**config.mk**
```make
export PLATFORM = sky130hd
export DESIGN_NAME = mlp_seq_classifier
export DESIGN_NICKNAME = d
export VERILOG_FILES = /design/src/rtl/mlp_seq_classifier.sv
export SDC_FILE = /design/constraint.sdc
export NUM_CORES = 2
export LEC_CHECK = 0
export BUFFER_PORTS_ARGS = -buffer_cell sky130_fd_sc_hd__buf_2
export CORE_UTILIZATION = 55
export CTS_BUF_LIST = sky130_fd_sc_hd__clkbuf_4
export DETAILED_ROUTE_END_ITERATION = 8
export GPL_TIMING_DRIVEN = 0
export PLACE_DENSITY = 0.71
export SYNTH_ARGS = -nofsm -noshare
export SYNTH_HDL_FRONTEND = slang
export SYNTH_SLANG_ARGS = --single-unit
```
**constraint.sdc**
```tcl
create_clock -name clk -period 16.3 [get_ports clk]
set_input_delay 0 -clock clk [delete_from_list [all_inputs] [get_ports clk]]
set_output_delay 0 -clock clk [all_outputs]
set_load 0.005 [all_outputs]
```
**src/rtl/mlp_seq_classifier.sv**
```systemverilog
`timescale 1ns/1ps
`default_nettype none
// ============================================================================
// Module      : mlp_seq_classifier
// Description : Time-multiplexed two-layer fixed-point MLP classifier. A single
//               signed MAC is shared across every hidden and output neuron.
//               Pixels and weights/biases come from external synchronous
//               memories (1-cycle read latency). Hidden activations are held in
//               an internal buffer. An iterative argmax produces the result.
//
// Ports:
//   clk          system clock
//   rst_n        asynchronous active-low reset
//   start        begin one classification (honoured only in IDLE)
//   in_addr      input-buffer read address
//   in_data      signed pixel, valid the cycle after in_addr
//   w_addr       weight-memory read address
//   w_data       signed weight/bias, valid the cycle after w_addr
//   busy         high from start acceptance through the done cycle
//   done         one-cycle completion pulse
//   class_idx    winning class index
//   class_score  winning class score
//
// Revision    : 1.0 - initial release
// ============================================================================
module mlp_seq_classifier #(
    parameter int IN_SIZE = 784,
    parameter int HID_N   = 10,
    parameter int OUT_N   = 10,
    parameter int DW      = 16,
    parameter int FRAC    = 8,
    parameter int ACC_W   = 40
) (
    input  logic                                                   clk,
    input  logic                                                   rst_n,
    input  logic                                                   start,
    output logic [$clog2(IN_SIZE)-1:0]                             in_addr,
    input  logic signed [DW-1:0]                                   in_data,
    output logic [$clog2(HID_N*(IN_SIZE+1)+OUT_N*(HID_N+1))-1:0]   w_addr,
    input  logic signed [DW-1:0]                                   w_data,
    output logic                                                   busy,
    output logic                                                   done,
    output logic [$clog2(OUT_N)-1:0]                               class_idx,
    output logic signed [DW-1:0]                                   class_score
);

    localparam int c_iaw  = $clog2(IN_SIZE);
    localparam int c_waw  = $clog2(HID_N*(IN_SIZE+1)+OUT_N*(HID_N+1));
    localparam int c_ow   = $clog2(OUT_N);
    // Per-neuron input counter must reach N (the bias slot) for either layer.
    localparam int c_cmax = (IN_SIZE > HID_N) ? IN_SIZE : HID_N;
    localparam int c_cw   = $clog2(c_cmax + 1);
    localparam int c_nmax = (HID_N > OUT_N) ? HID_N : OUT_N;
    localparam int c_nw   = $clog2(c_nmax + 1);

    typedef enum logic [3:0] {
        S_IDLE    = 4'd0,
        S_H_MAC   = 4'd1,
        S_H_DRAIN = 4'd2,
        S_H_WB    = 4'd3,
        S_O_MAC   = 4'd4,
        S_O_DRAIN = 4'd5,
        S_O_WB    = 4'd6,
        S_ARGMAX  = 4'd7,
        S_DONE    = 4'd8
    } state_t;

    state_t                      state_q, state_d;
    logic [c_cw-1:0]             cnt_q, cnt_d;
    logic [c_nw-1:0]             nidx_q, nidx_d;
    logic [c_ow-1:0]             aidx_q, aidx_d;
    logic signed [ACC_W-1:0]     acc_q, acc_d;
    logic [c_iaw-1:0]            in_addr_q, in_addr_d;
    logic [c_waw-1:0]            w_addr_q, w_addr_d;
    logic                        busy_q, busy_d;
    logic                        done_q, done_d;
    logic [c_ow-1:0]             class_idx_q, class_idx_d;
    logic signed [DW-1:0]        class_score_q, class_score_d;
    logic [c_ow-1:0]             best_idx_q, best_idx_d;
    logic signed [DW-1:0]        best_score_q, best_score_d;
    logic signed [DW-1:0]        hid_buf_q [HID_N];
    logic signed [DW-1:0]        hid_buf_d [HID_N];
    logic signed [DW-1:0]        score_q [OUT_N];
    logic signed [DW-1:0]        score_d [OUT_N];

    logic signed [DW-1:0]        hid_op;
    logic signed [DW-1:0]        mac_x;
    logic signed [2*DW-1:0]      prod;
    logic signed [ACC_W-1:0]     prod_ext;
    logic signed [ACC_W-1:0]     bias_ext;
    logic signed [DW-1:0]        wb_val;
    logic signed [DW-1:0]        cand_score;
    logic                        cand_better;

    // Arithmetic right shift by FRAC, then clamp to signed DW.
    function automatic logic signed [DW-1:0] sat_shift(input logic signed [ACC_W-1:0] a);
        logic signed [ACC_W-1:0] s;
        logic [ACC_W-DW:0]       hi;
        s  = a >>> FRAC;
        hi = s[ACC_W-1:DW-1];
        if ((&hi) || (~|hi)) begin
            return s[DW-1:0];
        end else if (s[ACC_W-1]) begin
            return {1'b1, {(DW-1){1'b0}}};
        end else begin
            return {1'b0, {(DW-1){1'b1}}};
        end
    endfunction

    // Operand/score muxes. In MAC cycle k (k>=1) the returning data belongs
    // to the address issued in cycle k-1, hence the hidden index cnt-1.
    always_comb begin
        hid_op = '0;
        for (int j = 0; j < HID_N; j++) begin
            if (cnt_q == c_cw'(j + 1)) begin
                hid_op = hid_buf_q[j];
            end
        end
        cand_score = '0;
        for (int j = 0; j < OUT_N; j++) begin
            if (aidx_q == c_ow'(j)) begin
                cand_score = score_q[j];
            end
        end
    end

    assign mac_x       = (state_q == S_H_MAC) ? in_data : hid_op;
    assign prod        = mac_x * w_data;
    assign prod_ext    = {{(ACC_W-2*DW){prod[2*DW-1]}}, prod};
    assign bias_ext    = {{(ACC_W-DW-FRAC){w_data[DW-1]}}, w_data, {FRAC{1'b0}}};
    assign wb_val      = sat_shift(acc_q);
    // Strict greater-than keeps the lowest index on ties.
    assign cand_better = (aidx_q == '0) || (cand_score > best_score_q);

    always_comb begin
        state_d       = state_q;
        cnt_d         = cnt_q;
        nidx_d        = nidx_q;
        aidx_d        = aidx_q;
        acc_d         = acc_q;
        in_addr_d     = in_addr_q;
        w_addr_d      = w_addr_q;
        busy_d        = busy_q;
        done_d        = 1'b0;
        class_idx_d   = class_idx_q;
        class_score_d = class_score_q;
        best_idx_d    = best_idx_q;
        best_score_d  = best_score_q;
        hid_buf_d     = hid_buf_q;
        score_d       = score_q;

        case (state_q)
            S_IDLE: begin
                if (start) begin
                    state_d = S_H_MAC;
                    cnt_d   = '0;
                    nidx_d  = '0;
                    busy_d  = 1'b1;
                end
            end
            S_H_MAC: begin
                acc_d = (cnt_q == '0) ? '0 : acc_q + prod_ext;
                if (cnt_q == c_cw'(IN_SIZE)) begin
                    state_d = S_H_DRAIN;
                end else begin
                    cnt_d = cnt_q + c_cw'(1);
                end
            end
            S_H_DRAIN: begin
                acc_d   = acc_q + bias_ext;
                state_d = S_H_WB;
            end
            S_H_WB: begin
                for (int j = 0; j < HID_N; j++) begin
                    if (nidx_q == c_nw'(j)) begin
                        hid_buf_d[j] = wb_val[DW-1] ? '0 : wb_val;
                    end
                end
                cnt_d = '0;
                if (nidx_q == c_nw'(HID_N - 1)) begin
                    nidx_d  = '0;
                    state_d = S_O_MAC;
                end else begin
                    nidx_d  = nidx_q + c_nw'(1);
                    state_d = S_H_MAC;
                end
            end
            S_O_MAC: begin
                acc_d = (cnt_q == '0) ? '0 : acc_q + prod_ext;
                if (cnt_q == c_cw'(HID_N)) begin
                    state_d = S_O_DRAIN;
                end else begin
                    cnt_d = cnt_q + c_cw'(1);
                end
            end
            S_O_DRAIN: begin
                acc_d   = acc_q + bias_ext;
                state_d = S_O_WB;
            end
            S_O_WB: begin
                for (int j = 0; j < OUT_N; j++) begin
                    if (nidx_q == c_nw'(j)) begin
                        score_d[j] = wb_val;
                    end
                end
                cnt_d = '0;
                if (nidx_q == c_nw'(OUT_N - 1)) begin
                    nidx_d  = '0;
                    aidx_d  = '0;
                    state_d = S_ARGMAX;
                end else begin
                    nidx_d  = nidx_q + c_nw'(1);
                    state_d = S_O_MAC;
                end
            end
            S_ARGMAX: begin
                if (cand_better) begin
                    best_idx_d   = aidx_q;
                    best_score_d = cand_score;
                end
                if (aidx_q == c_ow'(OUT_N - 1)) begin
                    state_d       = S_DONE;
                    done_d        = 1'b1;
                    class_idx_d   = cand_better ? aidx_q : best_idx_q;
                    class_score_d = cand_better ? cand_score : best_score_q;
                end else begin
                    aidx_d = aidx_q + c_ow'(1);
                end
            end
            S_DONE: begin
                busy_d  = 1'b0;
                state_d = S_IDLE;
            end
            default: begin
                state_d = S_IDLE;
                busy_d  = 1'b0;
            end
        endcase

        // Addresses are registered, so they are computed for the cycle about
        // to be entered. Weight addresses are contiguous across all neurons
        // of both layers, so w_addr simply advances on every MAC cycle.
        if ((state_d == S_H_MAC) || (state_d == S_O_MAC)) begin
            w_addr_d = (state_q == S_IDLE) ? '0 : w_addr_q + c_waw'(1);
            if ((state_d == S_H_MAC) && (cnt_d < c_cw'(IN_SIZE))) begin
                in_addr_d = cnt_d[c_iaw-1:0];
            end
        end
    end

    always_ff @(posedge clk or negedge rst_n) begin
        if (!rst_n) begin
            state_q       <= S_IDLE;
            cnt_q         <= '0;
            nidx_q        <= '0;
            aidx_q        <= '0;
            acc_q         <= '0;
            in_addr_q     <= '0;
            w_addr_q      <= '0;
            busy_q        <= 1'b0;
            done_q        <= 1'b0;
            class_idx_q   <= '0;
            class_score_q <= '0;
            best_idx_q    <= '0;
            best_score_q  <= '0;
            for (int j = 0; j < HID_N; j++) begin
                hid_buf_q[j] <= '0;
            end
            for (int j = 0; j < OUT_N; j++) begin
                score_q[j] <= '0;
            end
        end else begin
            state_q       <= state_d;
            cnt_q         <= cnt_d;
            nidx_q        <= nidx_d;
            aidx_q        <= aidx_d;
            acc_q         <= acc_d;
            in_addr_q     <= in_addr_d;
            w_addr_q      <= w_addr_d;
            busy_q        <= busy_d;
            done_q        <= done_d;
            class_idx_q   <= class_idx_d;
            class_score_q <= class_score_d;
            best_idx_q    <= best_idx_d;
            best_score_q  <= best_score_d;
            hid_buf_q     <= hid_buf_d;
            score_q       <= score_d;
        end
    end

    assign in_addr     = in_addr_q;
    assign w_addr      = w_addr_q;
    assign busy        = busy_q;
    assign done        = done_q;
    assign class_idx   = class_idx_q;
    assign class_score = class_score_q;

endmodule
`default_nettype wire

```
==> flow_metrics.tcl <==
set metrics [dict create \
    status "complete, no violations" \
    boundaryPins 80 \
    synth_top_area_share_pct 32.6 \
    async_flop_share_pct 100 \
    slowest_delay_ps 980 \
    vias_per_cell 5.88 \
    path_clk_slew_ps 70 \
    grt_pass1_vias 27238 \
    dieWidth_um 249 \
    finish.instance_area_mm2 0.0364 \
    critPathKind "reg2reg" \
    grt_max_degree 119 \
    synth_xor_area_share_pct 2.82 \
    clock_latency_ps 870 \
    hold_viol 0 \
    synth-compound-area-share_pct 17.2 \
    grt_use_met3_pct 5.28 \
    synth_seq_cells 437 \
    grt_overflow_total 0 \
    gp_congestion 0.959 \
    netlist_instances 3714 \
    fp.dieH_um 249 \
    synth-simple-area-share_pct 16.1 \
    cts_tree "yes" \
    core_area_mm2 0.0604 \
    remaining_drc_errors 0 \
    cts_buffers 106 \
    period_share_pct 79.3 \
    area_delta_synth_final_pct 8.53 \
    detail-route-antenna-nets 0 \
    synth.distinct_cells 95 \
    dieArea_mm2 0.0620 \
    yosysSeqAreaShare_pct 32.6 \
    cp.arrival_ps 13620 \
    min_period_ps 12930 \
    met1_usage_pct 45.8 \
    crit_required_ps 16990 \
    setup_violations 0 \
    drive_gt1_share_pct 9.41 \
    syn-num-nets 4192 \
    grtUsageTotal_pct 30.4 \
    synth_top_family_by_area "adder cells" \
    layout_common_cells "nand2_1 (607), dfrtp_1 (437), o21ai_0 (435)" \
    post_cts_buffers 0 \
    ys_warn_count 0 \
    critPathMaxFanout 10 \
    fin_util_pct 60.4 \
    holdWs_ps 65.9 \
    syn_avg_cell_area_um2 9.04 \
    dpl_cell_area_mm2 0.0350 \
    cp_slowest_cell "a31oi_1" \
    slew_headroom_pct 13.5 \
    endpoint_kind "register" \
    drtPass1Iterations 8 \
    critPathMostFrequentCell "fa_1" \
    crit_buf_inv 8 \
    htree_levels 3 \
    hold_class "in2reg" \
    fin_nets 4397 \
    skew_ps 67.6 \
    worst_pin_slew_ps 1290 \
    synth_area_mm2 0.0336 \
    crit_family "adder cells" \
    root_buffer "clkbuf_4" \
    yosys-top-cells-area "dfrtp_1 (33%), fa_1 (16%), nand2_1 (6.8%), ha_1 (6.7%), o21ai_0 (6.5%)" \
    synth_fa_ha_area_share_pct 22.4 \
    initial_utilization_pct 55.6 \
    antenna_found_initial 7 \
    cts_max_path_buffers 3 \
    rsz0062_at_grt "false" \
    wl_per_cell_um 19.3 \
    dr.first_iter.drc_count 2670 \
    port_buffers 79 \
    yosysTopAreaCell "dfrtp_1" \
    grt_pass1_wl_um 150000 \
    rows 90 \
    vias 28011 \
    routed_wl_um 92000 \
    fmax_mhz 77.3 \
    synth_top_flop_cell "dfrtp_1" \
    final_common_cell "nand2_1" \
    synth_edf_count 0 \
    synth_mux_area_share_pct 2.17 \
    finalSetupTns_ps 0 \
    grt_util_met2_pct 45.6 \
    cts_num_sinks 437 \
    startpoint_type "register" \
    drv_cap 0 \
    grt.busiest_layer "met1" \
    dp_hpwl_um 70800 \
    slew_viol_final 0 \
]
-- routing by layer --
metal	up-vias	part of all wire, %	routed length (µm)
li1	13001	-	-
met1	13857	45	41900
met2	1007	45	41100
met3	142	8.0	7340
met4	4	1.8	1680
met5	-	0.098	90
-- cell usage after synthesis, drive strengths merged (36+ instances only) --
master / number
a21o: 36
a21oi: 128
a31oi: 38
and2: 141
buf: 39
clkbuf: 182
dfrtp: 437
fa: 264
ha: 179
inv: 345
nand2: 610
nand2b: 40
nand3: 66
nor2: 135
nor3: 42
o211ai: 48
o21ai: 459
xnor2: 64
xor2: 44
-- worst reg2reg max path, delay by kind of cell, from the launching register on --
kind / cells / cell delay (ps)
AO/OA/AOI/OAI: 11 / 3800
adder cells (fa/ha/maj): 9 / 4080
AND/OR/NAND/NOR: 9 / 1760
flip-flops: 1 / 410
buffers and inverters: 8 / 1730
XOR/XNOR: 2 / 530
multiplexers: 2 / 510
-- what timing repair did --
item | in CTS | in global routing
resized for setup | 0 | 0
hold buffers | 15 | 0
hold endpoints to repair | 456 | 0
-- registers in the layout (all words and copies together) (netlist names) --
register      cells
w_addr           13
acc_q            40
in_addr          10
class_idx         4
done              1
aidx_q            4
state_q           4
busy              1
score_q         160
best_score_q     16
nidx_q            4
best_idx_q        4
cnt_q            10
class_score      16
hid_buf_q       150
-- metrics by stage --
step	worst slack, ps	std cells
floorplan	6580	3714
global placement	3720	4575
detailed placement	3680	4578
CTS	3630	4758
global route	2750	4760
finish	3370	4760
-- worst paths after layout --
check,from,end,slack [ps],cells past startpoint
max in group asynchronous,rst_n,hid_buf_q[93]$_DFFE_PN0P_,15350,4
min reg2reg,hid_buf_q[139]$_DFFE_PN0P_,hid_buf_q[139]$_DFFE_PN0P_,480,2
min in group asynchronous,rst_n,done$_DFF_PN0_,370,4
max reg2reg,cnt_q[0]$_DFF_PN0_,acc_q[39]$_DFFE_PN0P_,3370,41
min,w_data[1],acc_q[11]$_DFFE_PN0P_,70,6
max,cnt_q[0]$_DFF_PN0_,acc_q[39]$_DFFE_PN0P_,3370,41
-- area by class of cell --
class	count	area, µm²
antenna	2	5.00
buffer	222	970
clock buffer	151	1130
clock inverter	14	92.6
fill	5438	23900
inverter	345	1290
multi-input combinational	2710	20400
sequential	437	10900
tap	782	978
timing repair buffer	97	656
-- cell families (layout without fill, tap and decap cells) --
logic type                 after synthesis  after routing
and+or+nand+nor                       1166           1166
AOI/OAI and AO/OA                      929            929
muxes                                   64             64
DFF                                    437            437
buffers and inverters                  567            829
xor gates and xnor gates               108            108
other                                    0              2
adders and majority gates              443            443
Power is left out: the tool's default activity adds up to more than one toggle a clock period on the data nets, which glitch-free logic cannot reach.
